<file path="config.mk">
export PLATFORM = sky130hd
export DESIGN_NAME = memory_mapped_io_uart_rx_flat
export DESIGN_NICKNAME = d
export VERILOG_FILES = /design/src/rtl/memory_mapped_io_uart_rx_if.sv /design/src/rtl/memory_mapped_io_uart_rx.sv /design/src/flat_wrapper.sv
export SDC_FILE = /design/constraint.sdc
export NUM_CORES = 2
export LEC_CHECK = 0
export CAP_MARGIN = 20
export CORE_ASPECT_RATIO = 1.1
export CORE_MARGIN = 2
export CORE_UTILIZATION = 45
export CTS_CLUSTER_SIZE = 16
export DETAILED_ROUTE_END_ITERATION = 10
export PLACE_DENSITY_LB_ADDON = 0.3
export SYNTH_ARGS = -nofsm -noshare
export SYNTH_HDL_FRONTEND = slang
export SYNTH_SLANG_ARGS = --single-unit
</file>
<file path="constraint.sdc">
create_clock -name clk -period 5.6 [get_ports clk]
set_input_delay 0.56 -clock clk [delete_from_list [all_inputs] [get_ports clk]]
set_output_delay 0.56 -clock clk [all_outputs]
set_load 0.01 [all_outputs]
</file>
<file path="src/rtl/memory_mapped_io_uart_rx_if.sv">
// CPU-side MMIO bus shared by the UART RX block: command strobe, address,
// write data and registered read data.
interface memory_mapped_io_uart_rx_if;
    logic        input_cmd_start;
    logic        input_cmd_write;
    logic        output_cmd_ready;
    logic [31:0] input_addr;
    logic [31:0] output_rdata;
    logic        output_rdata_valid;
    logic [31:0] input_wdata;

    modport master (
        output input_cmd_start, input_cmd_write, input_addr, input_wdata,
        input  output_cmd_ready, output_rdata, output_rdata_valid
    );

    modport slave (
        input  input_cmd_start, input_cmd_write, input_addr, input_wdata,
        output output_cmd_ready, output_rdata, output_rdata_valid
    );
endinterface

</file>
<file path="src/rtl/memory_mapped_io_uart_rx.sv">
// UART 8N1 receiver feeding a 256-byte circular queue.
// The CPU polls the queue and its status through a simple MMIO bus.
module memory_mapped_io_uart_rx #(
    parameter int unsigned FMAX_MHz          = 27,
    parameter int unsigned BAUD              = 115200,
    parameter logic [31:0] QUEUE_HEAD_OFFSET = 32'h100,
    parameter logic [31:0] QUEUE_TAIL_OFFSET = 32'h104,
    parameter logic [31:0] STATUS_OFFSET     = 32'h108
) (
    input  logic                          clk,
    input  logic                          rst_n,
    input  logic                          uart_rx,
    memory_mapped_io_uart_rx_if.slave     bus
);

    localparam int unsigned CLKS_PER_BIT = FMAX_MHz * 1000000 / BAUD;
    localparam int          CNT_W        = $clog2(CLKS_PER_BIT) + 1;
    localparam logic [CNT_W-1:0] HALF_LAST = CNT_W'(CLKS_PER_BIT / 2 - 1);
    localparam logic [CNT_W-1:0] BIT_LAST  = CNT_W'(CLKS_PER_BIT - 1);

    typedef enum logic [1:0] {
        ST_IDLE,
        ST_START,
        ST_DATA,
        ST_STOP
    } rx_state_e;

    logic             rx_meta_q, rx_sync_q;
    rx_state_e        state_q, state_d;
    logic [CNT_W-1:0] cnt_q, cnt_d;
    logic [2:0]       bit_idx_q, bit_idx_d;
    logic [7:0]       shift_q, shift_d;
    logic             push_q, push_d;
    logic             ferr_set;

    logic [7:0]       head_q, head_d;
    logic [7:0]       tail_q, tail_d;
    logic             overflow_q, overflow_d;
    logic             framing_err_q, framing_err_d;
    logic [31:0]      rdata_q, rdata_d;
    logic             mem_we;
    logic             queue_full;
    logic             head_wr, status_wr;

    logic [31:0]      buf_mem [64];

    assign bus.output_cmd_ready   = 1'b1;
    assign bus.output_rdata_valid = 1'b1;
    assign bus.output_rdata       = rdata_q;

    // NOTE: every variable written here gets a default first, so no path leaves it unassigned (no latch).
    always_comb begin
        state_d   = state_q;
        cnt_d     = cnt_q;
        bit_idx_d = bit_idx_q;
        shift_d   = shift_q;
        push_d    = 1'b0;
        ferr_set  = 1'b0;
        case (state_q)
            ST_IDLE: begin
                if (!rx_sync_q) begin
                    state_d = ST_START;
                    cnt_d   = '0;
                end
            end
            ST_START: begin
                if (cnt_q == HALF_LAST) begin
                    cnt_d     = '0;
                    bit_idx_d = '0;
                    state_d   = rx_sync_q ? ST_IDLE : ST_DATA;
                end else begin
                    cnt_d = cnt_q + 1'b1;
                end
            end
            ST_DATA: begin
                if (cnt_q == BIT_LAST) begin
                    cnt_d     = '0;
                    shift_d   = {rx_sync_q, shift_q[7:1]};
                    bit_idx_d = bit_idx_q + 3'd1;
                    if (bit_idx_q == 3'd7) state_d = ST_STOP;
                end else begin
                    cnt_d = cnt_q + 1'b1;
                end
            end
            ST_STOP: begin
                if (cnt_q == BIT_LAST) begin
                    cnt_d   = '0;
                    state_d = ST_IDLE;
                    if (rx_sync_q) push_d   = 1'b1;
                    else           ferr_set = 1'b1;
                end else begin
                    cnt_d = cnt_q + 1'b1;
                end
            end
            default: state_d = ST_IDLE;
        endcase
    end

    // Full check sees the pre-write head; shift_q holds the byte until the next frame's DATA phase.
    assign queue_full = (tail_q + 8'd1) == head_q;
    assign head_wr    = bus.input_cmd_start && bus.input_cmd_write && (bus.input_addr == QUEUE_HEAD_OFFSET);
    assign status_wr  = bus.input_cmd_start && bus.input_cmd_write && (bus.input_addr == STATUS_OFFSET);

    always_comb begin
        head_d        = head_q;
        tail_d        = tail_q;
        overflow_d    = overflow_q;
        framing_err_d = framing_err_q;
        mem_we        = 1'b0;
        rdata_d       = rdata_q;

        if (status_wr) begin
            if (bus.input_wdata[0]) overflow_d    = 1'b0;
            if (bus.input_wdata[1]) framing_err_d = 1'b0;
        end
        if (ferr_set) framing_err_d = 1'b1;
        if (push_q) begin
            if (queue_full) begin
                overflow_d = 1'b1;
            end else begin
                mem_we = 1'b1;
                tail_d = tail_q + 8'd1;
            end
        end
        if (head_wr) head_d = bus.input_wdata[7:0];

        if (bus.input_cmd_start) begin
            if (bus.input_addr < 32'h100)                 rdata_d = buf_mem[bus.input_addr[7:2]];
            else if (bus.input_addr == QUEUE_HEAD_OFFSET) rdata_d = {24'b0, head_q};
            else if (bus.input_addr == QUEUE_TAIL_OFFSET) rdata_d = {24'b0, tail_q};
            else if (bus.input_addr == STATUS_OFFSET)
                rdata_d = {29'b0, head_q != tail_q, framing_err_q, overflow_q};
            else                                          rdata_d = '0;
        end
    end

    // NOTE: state uses non-blocking assignments so every flop samples pre-edge values.
    always_ff @(posedge clk or negedge rst_n) begin
        if (!rst_n) begin
            rx_meta_q     <= 1'b1;
            rx_sync_q     <= 1'b1;
            state_q       <= ST_IDLE;
            cnt_q         <= '0;
            bit_idx_q     <= '0;
            shift_q       <= '0;
            push_q        <= 1'b0;
            head_q        <= '0;
            tail_q        <= '0;
            overflow_q    <= 1'b0;
            framing_err_q <= 1'b0;
            rdata_q       <= '0;
        end else begin
            rx_meta_q     <= uart_rx;
            rx_sync_q     <= rx_meta_q;
            state_q       <= state_d;
            cnt_q         <= cnt_d;
            bit_idx_q     <= bit_idx_d;
            shift_q       <= shift_d;
            push_q        <= push_d;
            head_q        <= head_d;
            tail_q        <= tail_d;
            overflow_q    <= overflow_d;
            framing_err_q <= framing_err_d;
            rdata_q       <= rdata_d;
        end
    end

    // NOTE: the buffer RAM has no reset so it maps onto block RAM; unwritten bytes are don't-care.
    always_ff @(posedge clk) begin
        if (mem_we) begin
            case (tail_q[1:0])
                2'd0: buf_mem[tail_q[7:2]][7:0]   <= shift_q;
                2'd1: buf_mem[tail_q[7:2]][15:8]  <= shift_q;
                2'd2: buf_mem[tail_q[7:2]][23:16] <= shift_q;
                default: buf_mem[tail_q[7:2]][31:24] <= shift_q;
            endcase
        end
    end

endmodule

</file>
<file path="src/flat_wrapper.sv">
// flat-port wrapper written by rule: the top's interface ports become plain ports
module memory_mapped_io_uart_rx_flat 
#(
    parameter int unsigned FMAX_MHz          = 27,
    parameter int unsigned BAUD              = 115200,
    parameter logic [31:0] QUEUE_HEAD_OFFSET = 32'h100,
    parameter logic [31:0] QUEUE_TAIL_OFFSET = 32'h104,
    parameter logic [31:0] STATUS_OFFSET     = 32'h108
)
  (clk, rst_n, uart_rx, bus_input_cmd_start, bus_input_cmd_write, bus_input_addr, bus_input_wdata, bus_output_cmd_ready, bus_output_rdata, bus_output_rdata_valid);
  memory_mapped_io_uart_rx_if bus_i ();
  input  logic clk;
  input  logic rst_n;
  input  logic uart_rx;
  input wire logic [$bits(bus_i.input_cmd_start)-1:0] bus_input_cmd_start;
  input wire logic [$bits(bus_i.input_cmd_write)-1:0] bus_input_cmd_write;
  input wire logic [$bits(bus_i.input_addr)-1:0] bus_input_addr;
  input wire logic [$bits(bus_i.input_wdata)-1:0] bus_input_wdata;
  output wire logic [$bits(bus_i.output_cmd_ready)-1:0] bus_output_cmd_ready;
  output wire logic [$bits(bus_i.output_rdata)-1:0] bus_output_rdata;
  output wire logic [$bits(bus_i.output_rdata_valid)-1:0] bus_output_rdata_valid;
  assign bus_i.input_cmd_start = bus_input_cmd_start;
  assign bus_i.input_cmd_write = bus_input_cmd_write;
  assign bus_i.input_addr = bus_input_addr;
  assign bus_i.input_wdata = bus_input_wdata;
  assign bus_output_cmd_ready = bus_i.output_cmd_ready;
  assign bus_output_rdata = bus_i.output_rdata;
  assign bus_output_rdata_valid = bus_i.output_rdata_valid;
  memory_mapped_io_uart_rx #(.FMAX_MHz(FMAX_MHz), .BAUD(BAUD), .QUEUE_HEAD_OFFSET(QUEUE_HEAD_OFFSET), .QUEUE_TAIL_OFFSET(QUEUE_TAIL_OFFSET), .STATUS_OFFSET(STATUS_OFFSET)) u_core (.clk(clk), .rst_n(rst_n), .uart_rx(uart_rx), .bus(bus_i));
endmodule
</file>
# [Yosys cells after proc, flatten, opt, wreduce, memory -nomap -nowiden]
# Memories as Yosys holds them, arrays and structs flattened.
# Cells that the tools add are included.
[totals] ff_bits=75 latch_bits=0 ramBits=2048 rom_bits=0 inputBits=69 out_inout_bits=34 elab_cells=96 n_memories=1
[memory_table] name="u_core.buf_mem" words=64 word_bits=32 read_ports=1 rd_ports_with_merged_regs=0 wr=1 line_no="memory_mapped_io_uart_rx.sv:45" source="logic [31:0] buf_mem [64];"
[op_classes] n_addsub=3 mul=0 div_mod_pow=0 n_lt_le_gt_ge=1 eq_ne=18 shift=0 muxes=45 bitwise_logic=1 reduce_logical=15
[ops] cell="32-bit by 9-bit == test with 1-bit output, second input constant" count=3
[ops] cell="32-bit 2-to-1 mux" count=3
[ops] cell="32-bit by 9-bit less-than comparator with 1-bit output, second input constant" count=1
[ops] cell="1-bit 2-to-1 mux" count=27
[ops] cell="9-bit 2-to-1 mux" count=3
[ops] cell="9-bit one-hot mux with 3 select lines" count=1
[ops] cell="2-bit 2-to-1 mux" count=6
[ops] cell="9-bit by 1-bit adder with 9-bit output, second input constant" count=1
[ops] cell="9-bit by 7-bit == test with 1-bit output, second input constant" count=1
[ops] cell="9-bit by 8-bit == test with 1-bit output, second input constant" count=1
[ops] cell="3-bit 2-to-1 mux" count=3
[ops] cell="8-bit by 1-bit adder with 8-bit output, second input constant" count=1
[ops] cell="8-bit == test" count=1
[ops] cell="2-bit by 1-bit != test with 1-bit output, second input constant" count=4
[ops] cell="8-bit != test" count=1
[ops] cell="2-bit one-hot mux with 4 select lines" count=1
[ops] cell="2-bit == test, second input constant" count=3
[ops] cell="3-bit one-hot mux with 2 select lines" count=1
[ops] cell="2-bit AND reduction" count=3
[ops] cell="2-bit nonzero test" count=3
[ops] cell="5-bit AND reduction" count=1
[ops] cell="2-bit by 1-bit == test with 1-bit output, second input constant" count=2
[ops] cell="2-bit logical NOT" count=2
[ops] cell="3-bit by 1-bit adder with 3-bit output, second input constant" count=1
[ops] cell="other kinds (7)" count=9

# [Depth between registers and ports, before layout]
[depth] depth_word=6 depth_mapped=13 depth_no_buf=8

# [Worst setup path before layout]
# No wires, ideal clock.
[synth_path] path_kind="register to register" startpoint="register u_core.shift_q[2]" endpoint="memory u_core.buf_mem[0][10], data pin" setup_time_ns=0.805 arrival_ns=3.191 t_required_ns=4.795 slack_ns=1.604 stages_incl_launch_ff=1 n_path_buf=0 period_less_slack_ns=3.996 path_cell_list="dfrtp_1"
[synth_lines] item="start, declared" line_no="memory_mapped_io_uart_rx.sv:32" source="logic [7:0] shift_q, shift_d;"
[synth_lines] item="start signal, assigned" line_no="memory_mapped_io_uart_rx.sv:158" source="shift_q <= shift_d;"
[synth_lines] item="end, declared" line_no="memory_mapped_io_uart_rx.sv:45"
# Straight into the memory's write port.

# [Final worst setup path]
[layout_path] startpoint="register u_core.tail_q[0]" endpoint="memory u_core.buf_mem[24][5], enable pin"
[layout_between] elab_chain_cells=6 word_cells_on_any_way=8 cone_classes="add/sub (1); eq/ne (1); mux (5); reduce/logical (1)"
[layout_rtl] item="start, declared" line_no="memory_mapped_io_uart_rx.sv:37" source="logic [7:0] tail_q, tail_d;"
[layout_rtl] item="start signal, assigned" line_no="memory_mapped_io_uart_rx.sv:161" source="tail_q <= tail_d;"
[layout_rtl] item="8-bit by 1-bit adder with 8-bit output" line_no="memory_mapped_io_uart_rx.sv:100" source="assign queue_full = (tail_q + 8'd1) == head_q;"
[layout_rtl] item="8-bit == test" line_no="memory_mapped_io_uart_rx.sv:100"
[layout_rtl] item="1-bit 2-to-1 mux" line_no="memory_mapped_io_uart_rx.sv:118" source="if (queue_full) begin"
[layout_rtl] item="1-bit 2-to-1 mux" line_no="memory_mapped_io_uart_rx.sv:117" source="if (push_q) begin"
[layout_rtl] item="1-bit 2-to-1 mux *" line_no="memory_mapped_io_uart_rx.sv:170" source="if (mem_we) begin"
[layout_rtl] item="1-bit 2-to-1 mux (implied by the code) *" line_no="memory_mapped_io_uart_rx.sv:172" source="2'd0: buf_mem[tail_q[7:2]][7:0] <= shift_q;"
# Every way passes the cells marked *; elsewhere a longest branch is shown, timed or not.

==> results.toml <==
[critical_path]
worstPathMaxFanout = 34
rr_endpoint = "u_core.buf_mem[24][5]"
crit_slowest_cell = "o211ai_4"
cp_common_cell = "nor2_1"
cp-start-kind = "flop"
r2r_slack_ps = 1420
critPathCaptureType = "flop"
arrival_ps = 4720
slowest_delay_ps = 940
ff2ff_path_depth = 9
worstPathRequired_ps = 6140
crit_cells = 9
reg2reg_from = "u_core.tail_q[0]"
cp_top_family = "compound AO/OA/AOI/OAI gates"
cp.buffers_inverters = 2
setup.worst_path.class = "flop to flop"
path_cells = "inv_1, ha_1, xor2_1, nor2_1, o21ai_0, or4_1, o211ai_4, buf_4, nor2_1"

[global_route]
grt.busiest_layer = "met2"
grt_max_degree = 221
grt_overflow_total = 0
grt_use_met1 = 0.3105
grtUsageMet3 = 0.04695
antenna_found_initial = 7
grt_pass1_vias = 41642
grtUsageTotal = 0.2304
grtUsageMet2 = 0.3667
grt_pass1_wl_um = 311500

[power]
ir_drop_v = 0.0002406
pwr-share-clk = 0.428
swShare = 0.2055
p_int_mw = 24.89
power.total_mw = 31.33
pwr-share-comb = 0.025
p_leak_nw = 24.31
power_switching_mw = 6.439
p_seq_frac = 0.547
power.density_nw_per_um2 = 333.3

[place]
io_buffer_count = 76
place_area_um2 = 87440
place_hpwl_um = 137800
place.gp.congestion = 0.8912
dp_slack_ps = 1520
place_inst = 6482

[routing]
drc_errors = 0
via_per_inst = 6.150
dr.first_iter.drc_count = 5213
routed_wl_um = 220000
ant_nets = 0
routedWlPerCell_um = 32.02
vias = 42265
drtPass1Iterations = 5

[floorplan]
die-area_um2 = 190700
std_cell_rows = 166
coreArea_um2 = 186100
start_util = 0.4527
fp.dieH_um = 457.8
io_pins = 103
fp.dieW_um = 416.5

[timing]
setup_viol = 0
hold_violations = 0
rsz0062_at_grt = "false"
tightest_slew_ps = 1272
relSlewSlack = 0.1452
clock_skew_ps = 71.89
worst_hold_slack_ps = 124.3
tns_ps = 0
fin_crit_sh = 0.7463
setup_ws_ps = 1421
slew_violations = 0
min_period_ps = 4179
fmax_mhz = 239.3

[finish]
stdcell_count = 6872
final_util = 0.5052
drive_gt1_frac = 0.2125
syn2layout_area_growth_pct = 11.61
num-nets-final = 4341
n_fill_cell = 14737
fin_area_um2 = 94020
seqCellArea_um2 = 63410
multiInputGateArea_um2 = 19040

[yosys]
yosys.area.top_type_share = 0.7300
synth_commonest_cells = "edfxtp_1 (2,048), mux4_2 (471), nor2_1 (318)"
synth.most_common_cell = "edfxtp_1"
synth-edff-count = 2048
ys_seq_elements = 2123
yosysWarningCount = 0
synth_top_area_cell = "edfxtp_1"
seq_area_frac_synth = 0.7523
synth_cell_types = 80
syn_avg_cell_area_um2 = 20.57
synth.area.top_cells = "edfxtp_1 (73%), mux4_2 (13%), dfrtp_1 (2.2%)"
syn_area_um2 = 84240
yosys_most_used_dff = "edfxtp_1"
synth_async_sr_flop_share = 0.03533
synthCells = 4095

[worst_hold_path]
hold_depth = 1
hp-start = "uart_rx"
hold_class = "input port to flop"
min_to = "u_core.rx_meta_q"

[clock_network]
max-clock-path-buffers = 3
cts_buffers = 202
cts_root_buffer = "clkbuf_16"
clock_sinks = 2123
cts_resized = 0
cts_tree = "yes"
post_cts_buffers = 0
clk_latency_ps = 870
clk_pin_slew_worst_paths_ps = 60
h-tree-depth = 4

[job]
maxCapViolCount = 0

[outcome]
status = "finished, final reports clean"
-- layer usage --
metal  part of all wire  wire [um]
met4              0.045       9792
met3              0.083      18210
met2               0.48     106400
met5           0.000059         13
met1               0.39      85590
-- sequential cells by signal, indices dropped and copies added (netlist names), named ones only --
signal / cells
u_core.push_q: 1
u_core.rx_meta_q: 1
u_core.rx_sync_q: 1
u_core.overflow_q: 1
u_core.cnt_q: 9
u_core.state_q: 1
u_core.buf_mem: 2048
u_core.framing_err_q: 1
u_core.head_q: 8
u_core.bit_idx_q: 3
u_core.tail_q: 8
u_core.shift_q: 8
u_core.bus.output_rdata: 32
-- how the worst max path moves through the flow --
stage	startpoint	end
after global placement	u_core.tail_q[0]	u_core.buf_mem[2][31]
after CTS	u_core.tail_q[0]	u_core.buf_mem[24][3]
final	u_core.tail_q[0]	u_core.buf_mem[24][5]
after detailed placement	u_core.tail_q[0]	u_core.buf_mem[0][3]
after floorplan	u_core.shift_q[2]	u_core.buf_mem[0][10]
after global routing	u_core.tail_q[1]	u_core.buf_mem[24][7]
-- logic make-up (layout without fill, tap and decap cells) --
| logic type | after synthesis | after routing | synth area share |
|---|---|---|---|
| buffers and inverters | 256 | 589 | 0.02222 |
| and+or+nand+nor | 681 | 681 | 0.03560 |
| AOI/OAI and AO/OA | 287 | 287 | 0.02471 |
| DFF | 2123 | 2123 | 0.7523 |
| xor gates and xnor gates | 23 | 23 | 0.002391 |
| muxes | 709 | 709 | 0.1605 |
| other | 1 | 9 | 0.00004451 |
| adders and majority gates | 15 | 15 | 0.002228 |
-- area by class of cell --
class	count	area share
flip-flops and latches	2123	0.6744
multi-input cells	1717	0.2025
clock buffers	270	0.05809
well taps	2436	0.03242
repair buffers	188	0.02036
clock inverters	106	0.01098
inverters	25	0.001038
diodes	7	0.0001863
-- what timing repair did --
action / in CTS / in global routing
hold buffers: 1 / 0
setup endpoints to repair: 0 / 0
hold endpoints to repair: 21 / 0
-- power groups by stage --
stage	clock (mW)	combinational (mW)	sequential, mW
4_1_cts	13.6	0.787	17.1
2_1_floorplan	0	0.517	17.5
3_5_place_dp	0	0.784	17.5
5_1_grt	14.2	0.810	17.1
3_3_place_gp	0	0.783	17.5
6_report	13.4	0.779	17.1
-- layout by cell type (no fill, tap or decap), types with 11 or more instances in the layout --
cell type / n
edfxtp_1: 2048
mux4_2: 471
nor2_1: 315
clkbuf_16: 203
nand2_1: 177
mux2i_1: 176
buf_4: 87
clkdlybuf4s50_1: 68
dfrtp_1: 65
clkbuf_1: 54
o22ai_1: 43
a21oi_1: 42
clkinv_1: 39
clkinv_2: 37
o21ai_0: 35
nor3_1: 33
mux2_2: 32
mux4_1: 30
nor2b_1: 29
nand3_1: 27
a221oi_1: 23
inv_1: 22
buf_12: 22
a22oi_1: 19
nand2b_1: 15
ha_1: 15
a32oi_1: 14
nor4_1: 14
a31oi_1: 13
a211oi_1: 13
bufinv_16: 13
clkbuf_8: 13
xnor2_1: 12
nand4_1: 12
and3_1: 11
xor2_1: 11
Power figures use the tool's default switching activity.
